$ cat config.mk
export PLATFORM = sky130hd
export DESIGN_NAME = up_dn_cmd_ctrl_flat
export DESIGN_NICKNAME = d
export VERILOG_FILES = /design/src/rtl/up_dn_cmd_if.sv /design/src/rtl/up_dn_cmd_ctrl.sv /design/src/flat_wrapper.sv
export SDC_FILE = /design/constraint.sdc
export NUM_CORES = 1
export LEC_CHECK = 0
export ABC_AREA = 1
export CAP_MARGIN = 40
export CORE_UTILIZATION = 50
export CTS_CLUSTER_SIZE = 16
export DETAILED_ROUTE_END_ITERATION = 16
export GPL_TIMING_DRIVEN = 1
export PLACE_DENSITY = 0.74
export SYNTH_ARGS = -nofsm -noshare
export SYNTH_HDL_FRONTEND = slang
export SYNTH_SLANG_ARGS = --single-unit
$ cat constraint.sdc
create_clock -name CLK -period 1.25 [get_ports CLK]
set_input_delay 0.25 -clock CLK [delete_from_list [all_inputs] [get_ports CLK]]
set_output_delay 0.25 -clock CLK [all_outputs]
set_load 0.005 [all_outputs]
$ cat src/rtl/up_dn_cmd_if.sv
// Button/switch inputs, counter flags and command outputs between the
// command conditioner (master) and the up/down counter plus its board I/O (slave).
interface up_dn_cmd_if #(
  parameter int unsigned WIDTH = 5
);
  logic             BTN_UP;
  logic             BTN_DN;
  logic             BTN_LD;
  logic [WIDTH-1:0] SW;
  logic             High;
  logic             Low;
  logic             Load;
  logic             Up;
  logic             Down;
  logic [WIDTH-1:0] IN;

  modport master (
    input  BTN_UP, BTN_DN, BTN_LD, SW, High, Low,
    output Load, Up, Down, IN
  );

  modport slave (
    output BTN_UP, BTN_DN, BTN_LD, SW, High, Low,
    input  Load, Up, Down, IN
  );
endinterface

$ cat src/rtl/up_dn_cmd_ctrl.sv
// Conditions raw buttons/switches into single-cycle Load/Up/Down commands for
// the up/down counter: sync, debounce, edge detect, auto-repeat, gate, arbitrate.
module up_dn_cmd_ctrl #(
  parameter int unsigned WIDTH      = 5,
  parameter int unsigned DEB_CYCLES = 4,
  parameter int unsigned RPT_DELAY  = 8,
  parameter int unsigned RPT_PERIOD = 4
) (
  input logic         CLK,
  input logic         RST,
  up_dn_cmd_if.master bus
);

  localparam int unsigned NBTN    = 3;
  localparam int unsigned NRPT    = 2;
  localparam int unsigned CNT_W   = (DEB_CYCLES > 1) ? $clog2(DEB_CYCLES) : 1;
  localparam int unsigned RPT_MAX = (RPT_DELAY > RPT_PERIOD) ? RPT_DELAY : RPT_PERIOD;
  localparam int unsigned TMR_W   = (RPT_MAX > 1) ? $clog2(RPT_MAX) : 1;

  localparam logic [CNT_W-1:0] CNT_LAST = CNT_W'(DEB_CYCLES - 1);
  localparam logic [TMR_W-1:0] DLY_LAST = TMR_W'(RPT_DELAY - 1);
  localparam logic [TMR_W-1:0] PER_LAST = TMR_W'(RPT_PERIOD - 1);

  typedef enum logic [1:0] {
    IDLE = 2'd0,
    HOLD = 2'd1,
    RPT  = 2'd2
  } rpt_state_e;

  // Bit order everywhere: [0]=up, [1]=down, [2]=load
  logic [NBTN-1:0]  btn_raw;
  logic [NBTN-1:0]  btn_s1;
  logic [NBTN-1:0]  btn_s2;
  logic [NBTN-1:0]  press;
  logic [NRPT-1:0]  held;
  logic [NRPT-1:0]  rpt_req;
  logic [WIDTH-1:0] sw_s1;
  logic [WIDTH-1:0] sw_s2;

  logic             up_c;
  logic             down_c;
  logic             load_c;
  logic             load_q;
  logic             up_q;
  logic             down_q;
  logic [WIDTH-1:0] in_q;

  assign btn_raw = {bus.BTN_LD, bus.BTN_DN, bus.BTN_UP};

  // Two-flop synchronizers for buttons and switches
  always_ff @(posedge CLK or posedge RST) begin
    if (RST) begin
      btn_s1 <= '0;
      btn_s2 <= '0;
      sw_s1  <= '0;
      sw_s2  <= '0;
    end else begin
      btn_s1 <= btn_raw;
      btn_s2 <= btn_s1;
      sw_s1  <= bus.SW;
      sw_s2  <= sw_s1;
    end
  end

  // Per-button debouncer: state flips only after DEB_CYCLES differing samples
  for (genvar g = 0; g < NBTN; g++) begin : g_deb
    logic [CNT_W-1:0] cnt_q;
    logic             db_q;
    logic             db_prev_q;

    always_ff @(posedge CLK or posedge RST) begin
      if (RST) begin
        cnt_q     <= '0;
        db_q      <= 1'b0;
        db_prev_q <= 1'b0;
      end else begin
        db_prev_q <= db_q;
        if (btn_s2[g] == db_q) begin
          cnt_q <= '0;
        end else if (cnt_q == CNT_LAST) begin
          db_q  <= btn_s2[g];
          cnt_q <= '0;
        end else begin
          cnt_q <= cnt_q + CNT_W'(1);
        end
      end
    end

    assign press[g] = db_q & ~db_prev_q;

    if (g < NRPT) begin : g_held
      assign held[g] = db_q;
    end
  end

  // Hold-to-repeat FSM for up and down; release cancels any request due
  for (genvar g = 0; g < NRPT; g++) begin : g_rpt
    rpt_state_e       state_q;
    rpt_state_e       state_nx;
    logic [TMR_W-1:0] tmr_q;
    logic [TMR_W-1:0] tmr_nx;
    logic             req_c;

    always_ff @(posedge CLK or posedge RST) begin
      if (RST) begin
        state_q <= IDLE;
        tmr_q   <= '0;
      end else begin
        state_q <= state_nx;
        tmr_q   <= tmr_nx;
      end
    end

    always_comb begin
      state_nx = state_q;
      tmr_nx   = tmr_q;
      req_c    = 1'b0;
      case (state_q)
        IDLE: begin
          if (press[g]) begin
            req_c    = 1'b1;
            state_nx = HOLD;
            tmr_nx   = '0;
          end
        end
        HOLD: begin
          if (!held[g]) begin
            state_nx = IDLE;
            tmr_nx   = '0;
          end else if (tmr_q == DLY_LAST) begin
            req_c    = 1'b1;
            state_nx = RPT;
            tmr_nx   = '0;
          end else begin
            tmr_nx = tmr_q + TMR_W'(1);
          end
        end
        RPT: begin
          if (!held[g]) begin
            state_nx = IDLE;
            tmr_nx   = '0;
          end else if (tmr_q == PER_LAST) begin
            req_c  = 1'b1;
            tmr_nx = '0;
          end else begin
            tmr_nx = tmr_q + TMR_W'(1);
          end
        end
        default: begin
          state_nx = IDLE;
          tmr_nx   = '0;
        end
      endcase
    end

    assign rpt_req[g] = req_c;
  end

  // Saturation gating, then fixed priority Load > Down > Up; losers are dropped
  always_comb begin
    load_c = press[2];
    down_c = rpt_req[1] & ~bus.Low  & ~load_c;
    up_c   = rpt_req[0] & ~bus.High & ~load_c & ~down_c;
  end

  always_ff @(posedge CLK or posedge RST) begin
    if (RST) begin
      load_q <= 1'b0;
      up_q   <= 1'b0;
      down_q <= 1'b0;
      in_q   <= '0;
    end else begin
      load_q <= load_c;
      up_q   <= up_c;
      down_q <= down_c;
      if (load_c) begin
        in_q <= sw_s2;
      end
    end
  end

  assign bus.Load = load_q;
  assign bus.Up   = up_q;
  assign bus.Down = down_q;
  assign bus.IN   = in_q;

endmodule

$ cat src/flat_wrapper.sv
// flat-port wrapper written by rule: the top's interface ports become plain ports
module up_dn_cmd_ctrl_flat 
#(
  parameter int unsigned WIDTH      = 5,
  parameter int unsigned DEB_CYCLES = 4,
  parameter int unsigned RPT_DELAY  = 8,
  parameter int unsigned RPT_PERIOD = 4
)
  (CLK, RST, bus_BTN_UP, bus_BTN_DN, bus_BTN_LD, bus_SW, bus_High, bus_Low, bus_Load, bus_Up, bus_Down, bus_IN);
  up_dn_cmd_if #(.WIDTH(WIDTH)) bus_i ();
  input logic CLK;
  input logic RST;
  input wire logic [$bits(bus_i.BTN_UP)-1:0] bus_BTN_UP;
  input wire logic [$bits(bus_i.BTN_DN)-1:0] bus_BTN_DN;
  input wire logic [$bits(bus_i.BTN_LD)-1:0] bus_BTN_LD;
  input wire logic [$bits(bus_i.SW)-1:0] bus_SW;
  input wire logic [$bits(bus_i.High)-1:0] bus_High;
  input wire logic [$bits(bus_i.Low)-1:0] bus_Low;
  output wire logic [$bits(bus_i.Load)-1:0] bus_Load;
  output wire logic [$bits(bus_i.Up)-1:0] bus_Up;
  output wire logic [$bits(bus_i.Down)-1:0] bus_Down;
  output wire logic [$bits(bus_i.IN)-1:0] bus_IN;
  assign bus_i.BTN_UP = bus_BTN_UP;
  assign bus_i.BTN_DN = bus_BTN_DN;
  assign bus_i.BTN_LD = bus_BTN_LD;
  assign bus_i.SW = bus_SW;
  assign bus_i.High = bus_High;
  assign bus_i.Low = bus_Low;
  assign bus_Load = bus_i.Load;
  assign bus_Up = bus_i.Up;
  assign bus_Down = bus_i.Down;
  assign bus_IN = bus_i.IN;
  up_dn_cmd_ctrl #(.WIDTH(WIDTH), .DEB_CYCLES(DEB_CYCLES), .RPT_DELAY(RPT_DELAY), .RPT_PERIOD(RPT_PERIOD)) u_core (.CLK(CLK), .RST(RST), .bus(bus_i));
endmodule
* Word-level counts from Yosys, hierarchy flattened *
Cells that the tools add are included.

operators by class
  add/subtract/negate cells = 5
  muxes and demuxes = 40
  bitwise gates (word level) = 18
  eq/ne operators = 20
  reductions and logical operators = 7

operators with widths
  cell                 number
  $mux 3               10
  $mux 2               14
  $pmux 3 s3           2
  $pmux 2 s3           2
  $eq 2x2->1 const B   5
  $mux 1               10
  $not 1->1            10
  $and 1x1->1          8
  $add 2x1->2 const B  3
  $add 3x1->3 const B  2
  $eq 3x2->1 const B   2
  $eq 3x3->1 const B   2
  $ne 3x3->1 const B   2
  $pmux 1 s3           2
  $reduce_and 2->1     3
  $reduce_and 3->1     2
  $eq 2x1->1 const B   2
  $logic_not 2->1      2
  $ne 2x1->1 const B   2
  $ne 2x2->1 const B   2
  $eq 1x1->1           3

storage, ports and cells
  register bits after elaboration = 46
  output and inout port bits = 8

* Longest topological paths before layout *
Gate-level depths: netlist of run 1.

  depth in word-level cells = 8
  mapped depth = 8
  mapped depth without buffers = 8

* Least setup slack after synthesis of run 1 *
Ideal clock, no wire load.

  kind = register -> register
  from = register u_core.g_rpt[0].state_q[0]
  to = register u_core.g_rpt[0].tmr_q[2]
  buffers on the path = 0
  setup slack = 32 ps
  data required time = 1124 ps
  library setup time = 126 ps
  stages on the path, launching flop included = 8
  arrival = 1092 ps
  clock period less this slack = 1218 ps
  cell sequence = dfrtp_1 -> inv_1 -> ha_1 -> inv_1 -> a21oi_4 -> nor2_1 -> nand2_1 -> o21ai_0

between the ends
  word-level cells in the longest chain between the ends = 2
  elaborated cells on any way between the ends = 5
  classes of those cells = 3 x eq/ne; 1 x mux; 1 x reduce/logical

RTL lines
  element                                   RTL line               RTL
  start, declared                           up_dn_cmd_ctrl.sv:98   rpt_state_e state_q;
  start signal, assigned                    up_dn_cmd_ctrl.sv:109  state_q <= state_nx;
  $eq 2x2->1 (tied with other cells)        up_dn_cmd_ctrl.sv:118  case (state_q)
  $pmux 3 s3 or $ne 2x1->1 (tied branches)  -
  end signal, assigned                      up_dn_cmd_ctrl.sv:110  tmr_q <= tmr_nx;
  end, declared                             up_dn_cmd_ctrl.sv:100  logic [TMR_W-1:0] tmr_q;

Parallel ways exist; a longest one is shown, timed or not.
A chain may end at the register's enable or synchronous reset.

* Final worst setup path of run 1 *
  from = register u_core.g_rpt[1].state_q[0]
  to = register u_core.up_q (netlist: u_core.bus.Up)

between the ends
  word-level cells in the longest chain between the ends = 6
  elaborated cells on any way between the ends = 8
  classes of those cells = 2 x eq/ne; 1 x mux; 4 x bitwise; 1 x reduce/logical

RTL lines
  element                             RTL line               RTL
  start, declared                     up_dn_cmd_ctrl.sv:98
  start signal, assigned              up_dn_cmd_ctrl.sv:109
  $eq 2x2->1 (tied with other cells)  up_dn_cmd_ctrl.sv:118
  $pmux 1 s3 *                        up_dn_cmd_ctrl.sv:118
  $and 1x1->1 * (2 in a row)          up_dn_cmd_ctrl.sv:162  down_c = rpt_req[1] & ~bus.Low & ~load_c;
  net u_core.down_c                   up_dn_cmd_ctrl.sv:41   logic down_c;
  $not 1->1 *                         up_dn_cmd_ctrl.sv:163  up_c = rpt_req[0] & ~bus.High & ~load_c & ~down_c;
  $and 1x1->1 *                       up_dn_cmd_ctrl.sv:163
  net u_core.up_c                     up_dn_cmd_ctrl.sv:40   logic up_c;
  end signal, assigned                up_dn_cmd_ctrl.sv:174  up_q <= up_c;
  end, declared                       up_dn_cmd_ctrl.sv:44   logic up_q;

The timed path passes the listed nets; every way through them passes the cells marked *.

==> results of run 1 <==
timing repair:
item                       CTS  global route
pin swaps                    5            15
resized for setup           26            54
hold endpoints to repair     0             0
setup endpoints to repair   19            12
hold buffers                 0             0
setup buffers                8             4
layout make-up:
cell class	instances	area [um^2]	share of cell area
Clock buffer	6	82.6	0.0296
Clock inverter	1	30.0	0.0107
Inverter	29	120	0.0430
Multi-Input combinational cell	113	973	0.348
Sequential cell	46	1150	0.413
Tap cell	48	60.1	0.0215
Timing Repair Buffer	41	374	0.134
synthesized netlist by cell type, types with 2 or more instances:
library cell / n / area (um^2)
nor2_1: 8 / 30.0
nor3_1: 4 / 20.0
nand3b_1: 3 / 22.5
nand2_1: 44 / 165
dfrtp_1: 46 / 1150
inv_1: 25 / 93.8
buf_6: 2 / 22.5
nand3_1: 9 / 45.0
o21ai_0: 9 / 45.0
ha_1: 19 / 238
nand3_2: 2 / 20.0
xnor2_1: 3 / 26.3
a21oi_1: 2 / 10.0
o21ai_1: 2 / 10.0
inv_2: 3 / 11.3
a21oi_4: 2 / 32.5
cells by family after synthesis:
kind of cell               share of synthesized area
and+or+nand+nor                                0.163
adders and majority gates                      0.118
xor gates and xnor gates                      0.0131
DFF                                            0.574
AOI/OAI and AO/OA                             0.0655
buffers and inverters                         0.0667
layer usage:
layer	vias up	part of all wire	global-route usage
li1	679	-	-
met1	673	0.42	0.217
met2	23	0.53	0.341
met3	8	0.031	0.0590
met4	0	0.021	0.0924
met5	-	0	0
flip-flops by register name, indices dropped and copies added (netlist names):
| register | count |
|---|---|
| u_core.sw_s1 | 5 |
| u_core.bus.Up | 1 |
| u_core.sw_s2 | 5 |
| u_core.g_deb.cnt_q | 6 |
| u_core.g_deb.db_q | 3 |
| u_core.bus.IN | 5 |
| u_core.g_rpt.tmr_q | 6 |
| u_core.btn_s2 | 3 |
| u_core.bus.Down | 1 |
| u_core.g_rpt.state_q | 4 |
| u_core.btn_s1 | 3 |
| u_core.bus.Load | 1 |
| u_core.g_deb.db_prev_q | 3 |
worst paths after layout:
check                                        to  slack, ps  depth (start not counted)                       start
setup / recovery                  u_core.bus.Up        -60                          6  u_core.g_rpt[1].state_q[0]
hold / removal                 u_core.btn_s1[0]        230                          2                         RST
setup reg to reg                  u_core.bus.Up        -60                          6  u_core.g_rpt[1].state_q[0]
hold reg to reg                 u_core.sw_s2[2]        350                          0             u_core.sw_s1[2]
max in group asynchronous  u_core.g_deb[1].db_q        630                          3                         RST
min in group CLK                u_core.sw_s2[2]        350                          0             u_core.sw_s1[2]
power groups by stage:
stage	clock network (mW)	logic, mW	registers, mW
detailed placement	0	1.98	2.23
finish	1.11	2.67	2.25
CTS	1.12	2.17	2.18
floorplan	0	1.35	2.12
global route	1.20	2.96	2.30
global placement	0	1.88	2.19
worst max-delay path, stage by stage (launching register included):
cell	delay [ps]
dfrtp_1	420
buf_4	140
ha_1	190
nor2_1	160
nand2_2	80
a21oi_2	160
nor2_2	50
==> impl_metrics.yaml, run 1 <==
status:
  status: "finished, violations left"
  violations: "setup timing"
power_and_ir_drop:
  combPwrFrac: 0.443
  peakVddDrop_mv: 1.14
  leakage_nw: 1.32
  p_clk_frac: 0.183
  p_per_area_nw_per_um2: 2160
  swShare: 0.366
  p_switching_mw: 2.21
  p_seq_frac: 0.373
  internal_power_mw: 3.82
  finalPower_mw: 6.03
cts:
  cts_buffer_depth: 2
  clkSinkCount: 46
  path_clk_slew_ps: 80
  h-tree-depth: 2
  insertion_delay_ps: 290
  cts_tree: "done"
  cts_buffers: 5
  cts-root-buf: "clkbuf_8"
final_layout:
  areaGrowthSynthToFinish_pct: 39.2
  fin_nets: 267
  post-route-util: 0.746
  fillers: 247
  final_cells: 284
  design_area_um2: 2790
  diodes: 0
  final_common_cell: "dfrtp_1"
  mostFrequentLayoutCells: "44 x dfrtp_1, 37 x nand2_1, 19 x buf_4, 13 x inv_1, 12 x inv_2"
  drive_gt1_frac: 0.381
floorplanning:
  rows: 22
  initial_core_util: 0.536
  die_y_um: 65.4
  io_pins: 20
  dieArea_um2: 4270
  core-area_um2: 3740
  die_w_um: 65.4
timing:
  period_share: 1.05
  max-slew-margin-rel: 0.780
  clock_skew_ps: 6.39
  rsz0062_at_grt: "yes"
  layout_setup_ws_ps: -62.1
  fin_tns_setup_ps: -62.1
  period_needed_ps: 1310
  hold_viol: 0
  tightest_slew_ps: 331
  slew_violations: 0
  clock.fmax_mhz: 762
  hold_ws_ps: 234
  setup_viol: 1
synth:
  synthesis.area_um2: 2010
  yosysSeqAreaShare: 0.574
  ys_types: 23
  synth_cells: 190
  async_reset_ff_frac: 1.00
  synth_ff_type: "dfrtp_1"
  avgSynthCellArea_um2: 10.6
  ys_warn_count: 0
  ys_seq_elements: 46
  synth_edf_count: 0
  syn-num-nets: 221
critical_path:
  cp.required_ps: 1440
  crit_type: "flop to flop"
  worst-path-max-fanout: 3
  critPathLaunchType: "flop"
  cp.arrival_ps: 1500
  critPathCaptureType: "flop"
hold_path:
  min_path_type: "input port to asynchronous set/reset pin"
routing:
  vias: 1383
  drc: 0
  viasPerCell: 4.87
  drt_iter0_drc: 34
  routedWlPerCell_um: 13.2
  ant_nets: 0
  routed_wl_um: 3750
  dr.pass1.iters: 4
global_route:
  grt_usage: 0.196
  grt-ovfl-total: 0
  grt_pass1_wl_um: 6150
  antenna_found_initial: 0
  grt_pass1_vias: 1431
  grt_max_degree: 24
placement:
  place_ws_ps: -99.1
  place_hpwl_um: 2480
  dp_cells: 265
  post_dp_cell_area_um2: 2340
  io_buffer_count: 19
  place.gp.congestion: 0.806
job:
  max_cap_viol_count: 0
Power figures use the tool's default switching activity.
==> run 2, diff against run 1 <==
--- a/config.mk
+++ b/config.mk
@@ -5,7 +5,6 @@
 export SDC_FILE = /design/constraint.sdc
 export NUM_CORES = 1
 export LEC_CHECK = 0
-export ABC_AREA = 1
 export CAP_MARGIN = 40
 export CORE_UTILIZATION = 50
 export CTS_CLUSTER_SIZE = 16
==> run 2 against run 1 <==
Against the previous run:
- the flow still finishes with violations (setup timing)
- synthesized cell count down 22%
- global-route usage rose by 2.4 points
- final cell count is 6.7% lower
- sequential share of layout area shrank 2.2 points
- non-clock buffer count grew 22
- sequential power down 5%
- clock power is 22% lower
- die area is 1.8% lower
- clock skew is 2.7 ps lower
- routed wire length rose by 17%
- critical path type unchanged
- critical endpoint is now u_core.g_rpt[0].state_q[0]
==> impl_metrics.yaml, run 2 <==
status:
  status: "finished, violations left"
  violations: "setup timing"
power_and_ir_drop:
  peakVddDrop_mv: 1.26
  finalPower_mw: 5.43
  leakage_nw: 1.37
  p_per_area_nw_per_um2: 1850
cts:
  cts_buffers: 5
  cts_buffer_depth: 2
  path_clk_slew_ps: 80
  cts-root-buf: "clkbuf_8"
  insertion_delay_ps: 300
  clkSinkCount: 46
  cts_tree: "done"
  h-tree-depth: 2
timing:
  rsz0062_at_grt: "yes"
  slew_violations: 0
  max-slew-margin-rel: 0.777
  hold_ws_ps: 347
  tightest_slew_ps: 334
  period_share: 1.34
  clock.fmax_mhz: 598
  clock_skew_ps: 3.69
  setup_viol: 12
  layout_setup_ws_ps: -422
  period_needed_ps: 1670
  hold_viol: 0
synth:
  synthesis.area_um2: 1970
  ys_types: 28
  synth_edf_count: 0
  async_reset_ff_frac: 1.00
  ys_seq_elements: 46
  ys_warn_count: 0
  synth_most_common_cell: "dfrtp_1"
  synth_cells: 149
  synth_top_area_cell: "dfrtp_1"
  synth_common_cells: "46 x dfrtp_1, 19 x ha_1, 14 x inv_1"
  yosysTopAreaCellShare: 0.584
  syn-num-nets: 180
  yosysSeqAreaShare: 0.584
  avgSynthCellArea_um2: 13.2
  synth_ff_type: "dfrtp_1"
  synthTopCellsByArea: "dfrtp_1 58%, ha_1 12%, mux2_1 4.0%"
critical_path:
  cp_slowest_cell: "dfrtp_1"
  critPathCaptureType: "flop"
  cp.required_ps: 1440
  r2r_slack_ps: -420
  r2r-start: "u_core.g_rpt[0].tmr_q[1]"
  cpMostUsedCell: "ha_4"
  r2r-end: "u_core.g_rpt[0].state_q[0]"
  path_cells: "ha_4, ha_4, and2b_1, nor2_2, mux2_4, a22o_1"
  crit_family: "flip-flops"
  crit_type: "flop to flop"
  critPathLaunchType: "flop"
  path_buf_inv: 0
  worst-path-max-fanout: 2
  cp.arrival_ps: 1860
  slowest_delay_ps: 430
  ff2ff_path_depth: 6
final_layout:
  areaGrowthSynthToFinish_pct: 49.4
  diodes: 0
  post-route-util: 0.792
  fillers: 208
  top_regs: "u_core.g_deb.cnt_q x6, u_core.g_rpt.tmr_q x6"
  final_common_cell: "dfrtp_1"
  drive_gt1_frac: 0.433
  fin_nets: 247
  mostFrequentLayoutCells: "46 x dfrtp_1, 30 x buf_4, 12 x buf_6, 11 x clkdlybuf4s50_1"
  multi_input_area_um2: 1000
  design_area_um2: 2940
  seq_area_um2: 1150
routing:
  drt_iter0_drc: 41
  viasPerCell: 5.22
  dr.pass1.iters: 4
  ant_nets: 0
  routed_wl_um: 4380
  vias: 1382
  routedWlPerCell_um: 16.5
  drc: 0
placement:
  io_buffer_count: 19
  post_dp_cell_area_um2: 2460
  place_ws_ps: -414
  place_hpwl_um: 2630
  place.gp.congestion: 0.887
global_route:
  grt_pass1_wl_um: 6760
  grt_pass1_vias: 1490
  grt-ovfl-total: 0
  grt_usage: 0.221
  antenna_found_initial: 0
  grt_max_degree: 47
floorplanning:
  die_y_um: 64.8
  die_w_um: 64.8
  io_pins: 20
  dieArea_um2: 4190
  rows: 22
  initial_core_util: 0.530
  core-area_um2: 3720
job:
  max_cap_viol_count: 0
hold_path:
  min_path_type: "input port to asynchronous set/reset pin"
[run 2: changes by cell type after synthesis, sizes merged, moves of 3 or more]
cell	delta
nand2	-38
inv	-15
mux2	+11
nand3	-11
o21ai	-9
nor2	-7
nor2b	+7
nand3b	-3
nor4	+3
o31ai	+3
[run 2: worst max path at each step]
stage,startpoint,to,cells past startpoint
detailed placement,u_core.g_rpt[1].tmr_q[0],u_core.g_rpt[1].state_q[0],6
finish,u_core.g_rpt[0].tmr_q[1],u_core.g_rpt[0].state_q[0],6
CTS,u_core.g_rpt[1].tmr_q[0],u_core.g_rpt[1].state_q[0],6
floorplan,u_core.g_rpt[1].tmr_q[0],u_core.g_rpt[1].state_q[0],6
global route,u_core.g_rpt[0].tmr_q[1],u_core.g_rpt[0].state_q[0],6
global placement,u_core.g_rpt[0].tmr_q[1],u_core.g_rpt[0].state_q[0],6
[run 2: power breakdown]
group / total, mW / internal [mW] / switching, mW
clock network: 0.866 / 0.394 / 0.472
logic: 2.44 / 1.31 / 1.12
registers: 2.13 / 1.85 / 0.274
[run 2: metrics by stage]
stage | TNS (ps) | cells
final | -2630 | 265
after detailed placement | -2700 | 242
after global routing | -3260 | 265
after CTS | -2460 | 262
after floorplan | -983 | 149
after global placement | -1890 | 242
[run 2: tightest hold or removal path, stage by stage]
cell	delay, ps
clkdlybuf4s50_1	440
clkinvlp_4	100
buf_12	230
[run 2: routing by layer]
| metal | global-route usage | routed length (um) | part of all wire |
|---|---|---|---|
| met1 | 0.250 | 1750 | 0.40 |
| met2 | 0.391 | 2440 | 0.56 |
| met3 | 0.0599 | 146 | 0.033 |
| met4 | 0.0861 | 42 | 0.0096 |
| met5 | 0 | 0 | 0 |
[run 2: kinds of logic (layout without fill, tap and decap cells)]
kind of cell    count (synthesis)  after routing  synth area share
flops                          46             46             0.584
simple gates                   29             29            0.0877
compound gates                 23             23            0.0896
fa+ha+maj                      19             19             0.121
buf+inv                        17             85            0.0343
mux                            12             12            0.0699
xor+xnor                        3              3            0.0133
[run 2: layout make-up]
| cell class | instances | area share |
|---|---|---|
| clock buffer | 6 | 0.0247 |
| clock inverter | 2 | 0.00468 |
| inverter | 14 | 0.0200 |
| multi-input combinational | 86 | 0.341 |
| sequential | 46 | 0.391 |
| tap | 48 | 0.0204 |
| timing repair buffer | 63 | 0.198 |
[run 2: what timing repair did]
| item | 4_1_cts | 5_1_grt |
|---|---|---|
| resized for setup | 48 | 21 |
| pin swaps | 17 | 14 |
| endpoints found under the hold margin | 0 | 0 |
| endpoints found under the setup margin | 20 | 18 |
| buffers inserted | 12 | 5 |
| hold buffers | 0 | 0 |
==> run 3, diff against run 2 <==
--- a/config.mk
+++ b/config.mk
@@ -11,6 +11,7 @@
 export DETAILED_ROUTE_END_ITERATION = 16
 export GPL_TIMING_DRIVEN = 1
 export PLACE_DENSITY = 0.74
+export SKIP_CTS_REPAIR_TIMING = 1
 export SYNTH_ARGS = -nofsm -noshare
 export SYNTH_HDL_FRONTEND = slang
 export SYNTH_SLANG_ARGS = --single-unit
==> run 3 against run 2 <==
Against the previous run:
- design area is 4.7% lower
- the flow still finishes with violations (setup timing)
- largest cell class unchanged
- critical path type unchanged
- largest power group unchanged
- via count is 3.9% lower
- count of clock-buffer cells in the layout stayed put
==> impl_metrics.yaml, run 3 (synthesized netlist as in run 2, its figures left out) <==
floorplanning:
  die_y_um: 64.8
  core-area_um2: 3720
  io_pins: 20
  die_w_um: 64.8
  initial_core_util: 0.530
  rows: 22
  dieArea_um2: 4190
hold_path:
  min_path_type: "input port to asynchronous set/reset pin"
placement:
  io_buffer_count: 19
  post_dp_cell_area_um2: 2460
  place_hpwl_um: 2630
  place.gp.congestion: 0.887
critical_path:
  crit_type: "flop to flop"
  critPathLaunchType: "flop"
  critPathCaptureType: "flop"
  cp.arrival_ps: 1860
  cp.required_ps: 1440
  worst-path-max-fanout: 3
timing:
  max-slew-margin-rel: 0.781
  hold_viol: 0
  layout_setup_ws_ps: -427
  rsz0062_at_grt: "yes"
  slew_violations: 0
  setup_viol: 12
  clock.fmax_mhz: 596
  tightest_slew_ps: 329
  clock_skew_ps: 5.80
  period_share: 1.34
  period_needed_ps: 1680
global_route:
  grt_max_degree: 47
  antenna_found_initial: 0
  grt.busiest_layer: "met2"
  grt_use_met1: 0.217
  use_met2: 0.331
  grt_pass1_vias: 1384
  gr-usage-met3: 0.0546
  grt-ovfl-total: 0
  grt_pass1_wl_um: 5950
  grt_usage: 0.193
final_layout:
  diodes: 0
  areaGrowthSynthToFinish_pct: 42.4
  post-route-util: 0.755
  mostFrequentLayoutCells: "46 x dfrtp_1, 27 x buf_4, 11 x clkdlybuf4s50_1, 9 x ha_1"
  design_area_um2: 2810
  multi_input_area_um2: 926
  top_regs: "u_core.g_deb.cnt_q x6, u_core.g_rpt.tmr_q x6"
  fin_nets: 239
  drive_gt1_frac: 0.388
  fillers: 227
  final_common_cell: "dfrtp_1"
  seq_area_um2: 1150
power_and_ir_drop:
  p_per_area_nw_per_um2: 1840
  p_seq_frac: 0.410
  combPwrFrac: 0.422
  peakVddDrop_mv: 1.07
  p_clk_frac: 0.168
  internal_power_mw: 3.45
  p_switching_mw: 1.72
  leakage_nw: 1.39
  swShare: 0.332
routing:
  routedWlPerCell_um: 15.4
  drt_iter0_drc: 55
  viasPerCell: 5.17
  dr.pass1.iters: 4
  ant_nets: 0
  vias: 1328
  drc: 0
  routed_wl_um: 3960
cts:
  path_clk_slew_ps: 80
  cts-root-buf: "clkbuf_8"
  h-tree-depth: 2
  clkSinkCount: 46
  insertion_delay_ps: 300
  cts_buffer_depth: 2
  cts_buffers: 5
  cts_tree: "done"
status:
  violations: "setup timing"
  status: "finished, violations left"
job:
  max_cap_viol_count: 0
run 3: area by class of cell:
class / instances / share of cell area
clock buffers: 6 / 0.0259
clock inverters: 2 / 0.00491
inverters: 14 / 0.0210
multi-input cells: 86 / 0.330
flip-flops and latches: 46 / 0.410
well taps: 48 / 0.0214
repair buffers: 55 / 0.186
run 3: stage by stage:
step / cells / worst slack (ps) / hold slack (ps) / total power, mW / setup TNS, ps
after floorplan: 149 / -335 / 267 / 3.05 / -983
final: 257 / -427 / 339 / 5.17 / -2520
after detailed placement: 242 / -414 / 336 / 3.89 / -2700
after global placement: 242 / -328 / 331 / 3.76 / -1890
after CTS: 250 / -438 / 347 / 4.77 / -4230
after global routing: 257 / -477 / 360 / 5.49 / -3250
run 3: final timing paths:
| kind | slack, ps | depth (start not counted) | start | endpoint |
|---|---|---|---|---|
| min in group CLK | 350 | 0 | u_core.sw_s1[4] | u_core.sw_s2[4] |
| setup / recovery | -430 | 6 | u_core.g_rpt[0].tmr_q[0] | u_core.g_rpt[0].state_q[0] |
| max in group asynchronous | 700 | 3 | RST | u_core.g_rpt[0].tmr_q[1] |
| setup reg to reg | -430 | 6 | u_core.g_rpt[0].tmr_q[0] | u_core.g_rpt[0].state_q[0] |
| hold / removal | 340 | 3 | RST | u_core.btn_s2[1] |
| hold reg to reg | 350 | 0 | u_core.sw_s1[4] | u_core.sw_s2[4] |
run 3: power groups by stage:
stage | Combinational (mW) | Clock [mW] | Sequential, mW
after detailed placement | 1.76 | 0 | 2.13
after floorplan | 0.997 | 0 | 2.05
after global routing | 2.37 | 0.960 | 2.16
after CTS | 1.77 | 0.894 | 2.10
final | 2.18 | 0.867 | 2.12
after global placement | 1.67 | 0 | 2.09
run 3: critical path, cell delays in order, from the launching register on:
cell,delay (ps)
dfrtp_1,410
ha_4,180
ha_4,140
and2b_2,230
nor2_2,120
mux2_4,300
a22o_1,180
run 3: per-layer routing:
layer	part of all wire	vias to the layer above	routed length [um]
li1	-	624	-
met1	0.40	658	1600
met2	0.54	37	2120
met3	0.041	9	161
met4	0.019	0	75
met5	0	-	0
